File: src/rtl/literal_collector_pkg.sv
// Shared constants and FSM state encoding for the literal collector.
// ERR exists only when LITERAL_COLLECTOR_OVERFLOW_CHECK_EN is defined.
package literal_collector_pkg;

  localparam int GROUP_W            = 5;
  localparam int DEFAULT_MAX_GROUPS = 16;
  localparam int CNT_W              = 5;

`ifdef LITERAL_COLLECTOR_OVERFLOW_CHECK_EN
  typedef enum logic [1:0] {
    IDLE    = 2'd0,
    COLLECT = 2'd1,
    DONE    = 2'd2,
    ERR     = 2'd3
  } state_t;
`else
  typedef enum logic [1:0] {
    IDLE    = 2'd0,
    COLLECT = 2'd1,
    DONE    = 2'd2
  } state_t;
`endif

endpackage

File: src/rtl/literal_collector.sv
// Collects 5-bit literal groups (continuation bit + 4 data bits) MSB-first into a wide word.
// Define LITERAL_COLLECTOR_OVERFLOW_CHECK_EN to trap payloads longer than MAX_GROUPS in ERR.
module literal_collector
  import literal_collector_pkg::*;
#(
  parameter int MAX_GROUPS = DEFAULT_MAX_GROUPS
) (
  input  logic                          clk,
  input  logic                          resetB,
  input  logic                          start,
  input  logic                          bit_valid,
  input  logic                          bit_in,
  output logic                          bit_ready,
  output logic [GROUP_W*MAX_GROUPS-1:0] numberFromBits,
  output logic                          enable,
  output logic                          busy,
`ifdef LITERAL_COLLECTOR_OVERFLOW_CHECK_EN
  output logic                          overflow,
`endif
  output logic [CNT_W-1:0]              group_count
);

  localparam logic [CNT_W-1:0] MAX_CNT  = CNT_W'(MAX_GROUPS);
  localparam logic [CNT_W-1:0] LAST_CNT = CNT_W'(MAX_GROUPS - 1);

  state_t               state;
  logic [GROUP_W-2:0]   shreg;
  logic [2:0]           bit_cnt;
  logic [GROUP_W-1:0]   grp;
  logic                 take;

  // completed group as it will look on the edge that accepts its 5th bit
  assign grp  = {shreg, bit_in};
  assign take = bit_valid && bit_ready;

  always_ff @(posedge clk) begin
    if (!resetB) begin
      state          <= IDLE;
      shreg          <= '0;
      bit_cnt        <= '0;
      numberFromBits <= '0;
      group_count    <= '0;
      enable         <= 1'b0;
      bit_ready      <= 1'b0;
      busy           <= 1'b0;
`ifdef LITERAL_COLLECTOR_OVERFLOW_CHECK_EN
      overflow       <= 1'b0;
`endif
    end else begin
      enable <= 1'b0;
      case (state)
        IDLE: begin
          if (start) begin
            numberFromBits <= '0;
            group_count    <= '0;
            bit_cnt        <= '0;
            shreg          <= '0;
            state          <= COLLECT;
            bit_ready      <= 1'b1;
            busy           <= 1'b1;
          end
        end
        COLLECT: begin
          if (take) begin
            if (bit_cnt == 3'd4) begin
              bit_cnt <= '0;
              if (group_count < MAX_CNT) begin
                for (int s = 0; s < MAX_GROUPS; s++)
                  if (group_count == CNT_W'(s))
                    numberFromBits[GROUP_W*(MAX_GROUPS-1-s) +: GROUP_W] <= grp;
                group_count <= group_count + 1'b1;
              end
              if (!grp[GROUP_W-1]) begin
                state     <= DONE;
                enable    <= 1'b1;
                bit_ready <= 1'b0;
              end
`ifdef LITERAL_COLLECTOR_OVERFLOW_CHECK_EN
              else if (group_count == LAST_CNT) begin
                state     <= ERR;
                overflow  <= 1'b1;
                bit_ready <= 1'b0;
                busy      <= 1'b0;
              end
`endif
            end else begin
              shreg   <= {shreg[GROUP_W-3:0], bit_in};
              bit_cnt <= bit_cnt + 3'd1;
            end
          end
        end
        DONE: begin
          state <= IDLE;
          busy  <= 1'b0;
        end
        default: begin
          // ERR: parked until reset
          bit_ready <= 1'b0;
          busy      <= 1'b0;
        end
      endcase
    end
  end

`ifndef LITERAL_COLLECTOR_OVERFLOW_CHECK_EN
  logic unused_last;
  assign unused_last = ^LAST_CNT;
`endif

endmodule

File: config.mk
export PLATFORM = sky130hd
export DESIGN_NAME = literal_collector
export DESIGN_NICKNAME = d
export VERILOG_FILES = /design/src/rtl/literal_collector_pkg.sv /design/src/rtl/literal_collector.sv
export SDC_FILE = /design/constraint.sdc
export NUM_CORES = 1
export LEC_CHECK = 0
export CAP_MARGIN = 10
export CORE_MARGIN = 5
export CORE_UTILIZATION = 50
export CTS_BUF_LIST = sky130_fd_sc_hd__clkbuf_4 sky130_fd_sc_hd__clkbuf_8
export CTS_CLUSTER_SIZE = 20
export DETAILED_ROUTE_END_ITERATION = 6
export HOLD_SLACK_MARGIN = 0.15
export PLACE_DENSITY = 0.84
export RECOVER_POWER = 100
export REMOVE_ABC_BUFFERS = 1
export SLEW_MARGIN = 40
export SYNTH_ARGS = -nofsm -noshare
export SYNTH_HDL_FRONTEND = slang
export SYNTH_SLANG_ARGS = --single-unit
File: constraint.sdc
create_clock -name clk -period 3.1 [get_ports clk]
set_input_delay 0.62 -clock clk [delete_from_list [all_inputs] [get_ports clk]]
set_output_delay 0.62 -clock clk [all_outputs]
set_load 0.005 [all_outputs]
==> results of run 1 <==
-- through the flow --
step / TNS [ns] / util, % / power, W / setup slack, ns
floorplan: -0.277 / - / 0.00223 / -0.0553
global placement: 0 / 64.3 / 0.00247 / 0.717
detailed placement: 0 / 64.3 / 0.00250 / 0.633
CTS: 0 / 66.7 / 0.00326 / 0.903
global route: 0 / 65.8 / 0.00330 / 0.616
finish: 0 / 65.8 / 0.00313 / 0.748
-- registers in the layout, indices dropped and copies added (netlist names) --
| name | cells |
|---|---|
| numberFromBits | 80 |
| state | 2 |
| enable | 1 |
| bit_ready | 1 |
| busy | 1 |
| group_count | 5 |
| bit_cnt | 3 |
| shreg | 4 |
-- layout make-up --
class	instances	area, sq um	area share (%)
Multi-Input combinational cell	279	1880	36.6
Clock inverter	4	27.5	0.536
Tap cell	102	128	2.48
Sequential cell	97	1940	37.8
Clock buffer	12	159	3.09
Inverter	12	45.0	0.877
Timing Repair Buffer	97	953	18.6
-- routing by layer --
metal	share of wire (%)	track usage, %	up-vias
met1	45	24.5	1501
met2	47	30.8	82
met3	6.0	5.21	12
met5	0	0	-
met4	2.0	7.56	0
li1	-	-	1550
-- kinds of logic (layout without fill, tap and decap cells) --
group,count (synthesis),count (layout),share of synthesized area [%]
compound gates,38,38,6.21
fa+ha+maj,12,12,3.71
buf+inv,36,125,3.80
flops,97,97,47.9
mux,85,85,21.0
simple gates,144,144,17.3
-- worst max-delay path, stage by stage, from the launching register on --
cell and delay [ns]:
dfxtp_1 0.39, inv_1 0.10, ha_1 0.29, a21boi_0 0.26
a2111oi_0 0.93, nand2_1 0.12, o211a_1 0.16
-- power by group through the flow --
| stage | registers (W) | logic, W | clock network, W |
|---|---|---|---|
| floorplan | 0.00137 | 0.000861 | 0 |
| detailed placement | 0.00137 | 0.00113 | 0 |
| global route | 0.00135 | 0.00112 | 0.000837 |
| CTS | 0.00134 | 0.00113 | 0.000781 |
| global placement | 0.00137 | 0.00111 | 0 |
| finish | 0.00134 | 0.00102 | 0.000765 |
-- worst max path at each step --
| stage | from | endpoint | slack (ns) | cells after the start |
|---|---|---|---|---|
| after floorplan | state[1] | numberFromBits[0] | -0.06 | 6 |
| after global placement | start | numberFromBits[0] | 0.72 | 6 |
| after detailed placement | start | numberFromBits[4] | 0.63 | 6 |
| after CTS | state[0] | numberFromBits[4] | 0.90 | 7 |
| after global routing | state[1] | state[0] | 0.62 | 6 |
| final | state[1] | state[0] | 0.75 | 6 |
-- cell usage in the layout, fill, tap and decap left out, types with 3 or more instances in the layout --
cell type	instances
nand2_1	106
dfxtp_1	97
dlygate4sd3_1	88
mux2i_1	84
o21ai_1	14
nand3_1	13
inv_1	12
ha_1	12
clkbuf_8	11
a21boi_0	7
buf_4	5
nand3b_1	4
o21ai_0	4
nand2b_1	4
nor2_1	3
nor2b_1	3
o22ai_1	3
clkinvlp_4	3
clkdlybuf4s50_1	3
==> reports/results.txt, run 1 <==
Status = finished clean
CTS buffer count = 9
Clock Skews = 0.00661 ns
Dpl hpwl = 6660 um
Top FF cell, synth = dfxtp_1
Pwr/cell area = 609 nW/um^2
Syn avg cell area = 9.83 sq um
Seq/Total Area, Yosys = 47.9%
H-tree levels = 3
Post-detailed-routing wire length = 9430 um
Clock share of power = 24.5%
Post-synth top cells = dfxtp_1, nand2_1, mux2i_1
Flop2flop setup slack = 0.75 ns
Yosys reg bits = 97
Clk_lat worst skew = 0.34 ns
Max Slew Vio Count = 0
Final Cell Area = 5140 sq um
Synth Instances = 412
ANT nets after route = 0
Critical Path RT = 3.34 ns
Routed vias = 3145
Fmax = 425 MHz
Die Wd = 100 um
Post-CTS Resized = 0
Drt pass-1 iters = 4
Placed cell areas = 5020 sq um
Most frequent cell after synthesis = dfxtp_1
Max-Cap Viols = 0
Congestion Overflow GR = 0
Clock buffer depth = 2
Area grow syn2layout = 26.8%
Wire per inst = 15.6 um
Async SR Flop Fraction = 0%
VDD IR max = 0.279 mV
Core box area = 7810 sq um
Combinational power share = 32.7%
Leading area contributor after synthesis = dfxtp_1
# diodes = 0
Initial Util = 51.9%
DRT iter0 DRCs = 173
Initial antenna violation count = 0
Critical Path Source Type = flip-flop
Port Buffers = 92
Die Y = 100 um
CTS Hold Bufs = 0
Non-Filler Instances = 603
Switching part of the total = 33.7%
Largest net degree at the start of global routing = 42
Actual slew at the worst max-slew pin = 1.01 ns
Via density = 5.22
Worst R2R End = state[0]
R2R depth = 6
Syn. warnings = 0
CTS tree = yes
NumNets Final = 513
Max-slew headroom = 31.0%
Die ar. = 10000 sq um
Distinct cells, synth = 36
Final period util = 75.9%
Final min period = 2.35 ns
Clk Tree Root Cell = clkbuf_8
Share of cells above drive strength 1 = 4.99%
Reg2reg start = state[1]
TritonCTS Sinks = 97
Sequential Power Share = 42.9%
Type of the worst setup path = flip-flop to flip-flop
Int Pwr = 0.00207 W
Synth area leaders = dfxtp_1, mux2i_1, nand2_1
Clk pin slew, worst setup/hold paths = 0.09 ns
Post-synth EDFFs = 0
Dpl cells = 587
Row count = 32
Leakage power = 2.48 nW
Hold Path Class = flip-flop to flip-flop
HP Start = numberFromBits[48]
Fin. Hold Viols = 0
Total track usage = 19.2%
I/O pin total = 93
Hold Crit Depth = 2
Mapped Area = 4050 sq um
Vias in the first global route = 3154
Yosys top cell area share = 47.9%
Worst endpoint data arrival time = 2.59 ns
Worst Hold End = numberFromBits[48]
# fillers = 636
First-pass GRT wire length = 15400 um
DRC Markers = 0
Post-CTS Repair Setup Buffers = 0
Switching Power = 0.00105 W
# setup viols final = 0
Crit-path max FO = 8
Worst-case hold slack = 0.460 ns
RSZ-0062 raised after global routing = false
Final GP Congestion = 0.824
Worst setup EP type = flip-flop
No activity file was read; power rests on OpenSTA's default activity.
==> run 2: changes to the inputs <==
--- a/config.mk
+++ b/config.mk
@@ -7,12 +7,12 @@
 export LEC_CHECK = 0
 export CAP_MARGIN = 10
 export CORE_MARGIN = 5
-export CORE_UTILIZATION = 50
+export CORE_UTILIZATION = 47
 export CTS_BUF_LIST = sky130_fd_sc_hd__clkbuf_4 sky130_fd_sc_hd__clkbuf_8
 export CTS_CLUSTER_SIZE = 20
 export DETAILED_ROUTE_END_ITERATION = 6
 export HOLD_SLACK_MARGIN = 0.15
-export PLACE_DENSITY = 0.84
+export PLACE_DENSITY = 0.83
 export RECOVER_POWER = 100
 export REMOVE_ABC_BUFFERS = 1
 export SLEW_MARGIN = 40
==> constraint.sdc (replaced) <==
create_clock -name clk -period 2.05 [get_ports clk]
set_input_delay 0.41 -clock clk [delete_from_list [all_inputs] [get_ports clk]]
set_output_delay 0.41 -clock clk [all_outputs]
set_load 0.005 [all_outputs]
==> reports/results.txt, run 2 (same netlist as run 1, synthesis figures left out) <==
NumNets Final = 527 (+2.7%)
Port Buffers = 92 (unchanged)
Max-slew headroom = 62.0% (+31 points)
Dpl hpwl = 6960 um (+4.5%)
Type of the worst setup path = flip-flop to flip-flop
ANT nets after route = 0 (unchanged)
Critical Path RT = 2.29 ns (-1.05 ns)
Fin util = 64.1% (-1.7 points)
Fmax = 518 MHz (+22%)
Largest net degree at the start of global routing = 62 (+48%)
CTS buffer count = 9 (unchanged)
Reg2reg start = state[0]
Place WS = -0.0279 ns (-0.660 ns)
Initial Util = 48.8% (-3.1 points)
Worst endpoint data arrival time = 2.17 ns (-0.42 ns)
H-tree levels = 3 (unchanged)
Pwr/cell area = 934 nW/um^2 (+54%)
Crit-path max FO = 10 (+2)
Final GP Congestion = 0.876 (+6.4%)
Routed vias = 3198 (+1.7%)
Fin. Hold Viols = 0 (unchanged)
Number of flip-flops in the largest register = 80 (unchanged)
Worst-case hold slack = 0.370 ns (-0.0898 ns)
First-pass GRT wire length = 15500 um (+0.13%)
Tot Pwr = 0.00497 W (+59%)
HP Start = resetB
I/O pin total = 93 (unchanged)
VDD IR max = 0.473 mV (+69%)
Clk_lat worst skew = 0.36 ns (+0.02 ns)
Post-detailed-routing wire length = 9540 um (+1.2%)
Die Y = 103 um (+2.8%)
Total track usage = 18.6% (-0.59 points)
Final min period = 1.93 ns (-0.422 ns)
Setup TNS = 0 ns (unchanged)
Wire per inst = 15.4 um (-1.6%)
Congestion Overflow GR = 0 (unchanged)
Most frequent cells in the layout = dfxtp_1, nand2_1, dlygate4sd3_1, mux2i_1
CTS tree = yes
Vias in the first global route = 3169 (+0.48%)
Critical Path Source Type = flip-flop
RSZ-0062 raised after global routing = false
Die Wd = 103 um (+2.8%)
Share of cells above drive strength 1 = 8.93% (+3.9 points)
Hold Path Class = input port to flip-flop
Status = finished clean
Actual slew at the worst max-slew pin = 0.570 ns (-0.439 ns)
Worst setup margin = 0.120 ns (-0.628 ns)
Core box area = 8300 sq um (+6.3%)
Initial antenna violation count = 0 (unchanged)
Flop2flop setup slack = 0.12 ns (-0.63 ns)
Clk pin slew, worst setup/hold paths = 0.09 ns (about the same)
# fillers = 672 (+5.7%)
Post-CTS Repair Setup Buffers = 0 (unchanged)
Via density = 5.16 (-1.1%)
Worst Setup SP = state[0]
Die ar. = 10600 sq um (+5.7%)
# setup viols final = 0 (unchanged)
Max-Cap Viols = 0 (unchanged)
Final period util = 94.2% (+18 points)
Drt pass-1 iters = 6 (+2)
Largest register by flop count = numberFromBits
Clock Skews = 0.00789 ns (+0.00127 ns)
Max Slew Vio Count = 0 (unchanged)
Clk Tree Root Cell = clkbuf_8
DRC Markers = 0 (unchanged)
Row count = 33 (+3.1%)
TritonCTS Sinks = 97 (unchanged)
Worst setup EP type = flip-flop
Area grow syn2layout = 31.3%
DRT iter0 DRCs = 109 (-37%)
Leakage power = 2.56 nW (+3.5%)
# diodes = 0 (unchanged)
Clock buffer depth = 2 (unchanged)
Largest registers = numberFromBits (80), group_count (5), shreg (4)
Commonest non-fill, non-tap cell in the layout = dfxtp_1
[run 2: cell count changes in the layout (fill, tap and decap cells not counted), sizes merged]
cell,delta
clkinv,+2
inv,+1
clkinvlp,-2
buf,+11
clkbuf,+2
[run 2: power by group]
group          internal [W]  switching (W)  total, W
Sequential          0.00196      0.0000628   0.00203
Clock              0.000514       0.000654   0.00117
Combinational      0.000815       0.000960   0.00178
Total               0.00329        0.00168   0.00497
[run 2: timing repair]
action	CTS	global route
setup endpoints to repair	0	7
hold buffers	0	0
gates resized for setup	0	1
hold endpoints to repair	0	0
[run 2: metal layers]
metal,wire length [um],vias to the layer above,global-route usage [%],share of wire [%]
met5,0,-,0,0
met4,197,0,7.87,2.1
met3,509,17,3.25,5.3
met2,4550,86,30.3,48
met1,4280,1510,24.2,45
li1,-,1585,-,-
[run 2: worst paths after layout]
kind / to / depth (start not counted)
max reg2reg: numberFromBits[69] / 7
min: bit_cnt[2] / 2
min reg2reg: numberFromBits[4] / 2
max: numberFromBits[69] / 7
[run 2: layout make-up]
| type | instances | area, sq um | share of cell area, % |
|---|---|---|---|
| Inverter | 12 | 45.0 | 0.847 |
| Sequential cell | 97 | 1940 | 36.5 |
| Clock buffer | 11 | 151 | 2.85 |
| Multi-Input combinational cell | 279 | 1910 | 35.9 |
| Clock inverter | 5 | 38.8 | 0.729 |
| Tap cell | 105 | 131 | 2.47 |
| Timing Repair Buffer | 111 | 1100 | 20.7 |
[run 2: critical path: stages, from the launching register on]
cell and delay, ns:
dfxtp_1 0.41, inv_1 0.09, ha_1 0.25, mux2i_1 0.18, a211oi_4 0.34, buf_12 0.17, nand2_1 0.19, mux2i_1 0.18
[run 2: stage by stage]
step,instances,instance area (sq um)
final,620,5320
after global routing,620,5320
after CTS,620,5370
after detailed placement,604,5180
after global placement,604,5180
after floorplan,388,3940
==> patch: new RTL, config.mk and constraints of run 2 <==
`CNT_W`: 5 -> 6.
--- a/src/rtl/literal_collector_pkg.sv
+++ b/src/rtl/literal_collector_pkg.sv
@@ -6,3 +6,3 @@
   localparam int DEFAULT_MAX_GROUPS = 16;
-  localparam int CNT_W              = 5;
+  localparam int CNT_W              = 6;
 
Ports: changed (resized group_count); port bits go from 93 to 94. No check against the original RTL was run, so the function may have changed too.
==> patch against run 2 <==
  * Routed wire length increased by 12%
  * Sequential power increased by 2%
  * Hold slack improved by 0.092 ns
  * Clock power is 15% higher
  * Via count increased by 8.1%
  * First-iteration DRC count increased by 58%
  * Power increased by 12%
  * Area after synthesis increased by 3.0%
  * Setup slack lost 0.032 ns
  * Final area rose by 4.6%
  * Sequential cell count rose by 1
  * Critical endpoint is now group_count[4]$_SDFFE_PN0P_
  * Largest power group is now combinational cells
==> patch: results (changes against run 2) <==
| Metric | Value |
|---|---|
| First-pass GRT wire length | `17.8 mm (+15%)` |
| Tot GR Track Use | `19.6% (+1.0 points)` |
| Post-CTS Setup Inserts | `0 (unchanged)` |
| GP Congestion | `0.906 (+3.4%)` |
| Leak Pwr | `2.12 nW (-17%)` |
| VDD IR-drop max | `0.000479 V (+1.4%)` |
| Number of global-route vias before repair | `3,556 (+12%)` |
| CP Max Fanout | `7 (-3)` |
| Final cell count without fillers | `651 (+5.0%)` |
| Hold WS | `0.462 ns (+0.0922 ns)` |
| Post-CTS sizing | `1 (+1)` |
| Largest registers | `numberFromBits: 80 flops, group_count: 6 flops, shreg: 4 flops` |
| Final WL | `10.7 mm (+12%)` |
| Post-DP HPWL | `7.73 mm (+11%)` |
| Hold EP | `numberFromBits[2]$_SDFFE_PN0P_` |
| Worst hold start | `numberFromBits[2]$_SDFFE_PN0P_` |
| Layout cells sized above 1 | `12.3% (+3.4 points)` |
| 1st-iter DRT viols | `172 (+58%)` |
| Area after DPL | `0.00531 sq mm (+2.5%)` |
| DP Worst Slack | `-0.125 ns (-0.0967 ns)` |
| Worst Skew | `0.0136 ns (+0.00572 ns)` |
| Reg2reg start | `state[1]$_SDFFE_PN0P_` |
| WP data arrival | `2.24 ns (+0.07 ns)` |
| Yosys cell types | `41 (+14%)` |
| Placed insts | `634 (+5.0%)` |
| Psw | `1.99 mW (+19%)` |
| Synth Area per Inst | `9.61 sq um (-2.2%)` |
| CP delay by family, top | `compound AO/OA/AOI/OAI gates` |
| FF-to-FF path depth | `6 (-1)` |
| Status | `complete, no violations` |
| Min-Delay Path Class | `flip-flop to flip-flop` |
| Top post-synthesis cells by area | `dfxtp_1 47%, mux2i_1 20%, nand2_1 8.7%` |
| Final Net Count | `554 (+5.1%)` |
| Vias per inst | `5.31 (+3.0%)` |
| Worst Tran Pin Value | `0.529 ns (-0.0409 ns)` |
| CP max stage delay | `0.56 ns (+0.15 ns)` |
| Critical path's slowest cell | `or4b_1` |
| Top cell types by occurrence after synthesis | `98 x dfxtp_1, 97 x nand2_1, 83 x mux2i_1` |
| DR pass1 iterations | `4 (-2)` |
| R2R Setup Slk | `0.09 ns (-0.03 ns)` |
-- patch: layout make-up --
type	instances	area (sq um)
fillers	715	3110
multi-input cells	297	2060
flip-flops and latches	98	1960
repair buffers	123	1150
clock buffers	10	138
well taps	108	135
clock inverters	6	78.8
inverters	9	33.8
-- patch: cell families (layout without fill, tap and decap cells) --
kind of cell	count (synthesis)	in the layout	share of synthesized area, %
compound gates	49	49	7.65
buf+inv	39	148	4.11
flops	98	98	47.0
mux	84	84	20.3
fa+ha+maj	11	11	3.30
simple gates	153	153	17.7
-- patch: worst max-delay path by stage --
stage	from	endpoint	slack [ns]	cells after the start
finish	state[1]$_SDFFE_PN0P_	group_count[4]$_SDFFE_PN0P_	0.09	6
global route	state[1]$_SDFFE_PN0P_	group_count[2]$_SDFFE_PN0P_	-0.01	7
CTS	state[0]$_SDFFE_PN0P_	group_count[2]$_SDFFE_PN0P_	0.03	7
detailed placement	bit_valid	numberFromBits[35]$_SDFFE_PN0P_	-0.12	6
global placement	bit_valid	group_count[2]$_SDFFE_PN0P_	-0.04	6
floorplan	state[1]$_SDFFE_PN0P_	group_count[3]$_SDFFE_PN0P_	-0.49	6
-- patch: power by group through the flow --
stage                     Combinational, mW  Clock (mW)  Sequential [mW]
after floorplan                        1.46           0             2.11
after global placement                 2.04           0             2.11
after detailed placement               2.09           0             2.11
after CTS                              2.11        1.35             2.07
after global routing                   2.34        1.46             2.09
final                                  2.18        1.34             2.07
-- patch: metal layers --
| layer | share of wire [%] | global-route usage (%) |
|---|---|---|
| met1 | 44 | 25.3 |
| met2 | 48 | 31.8 |
| met3 | 6.0 | 5.28 |
| met4 | 1.6 | 6.38 |
| met5 | 0 | 0 |
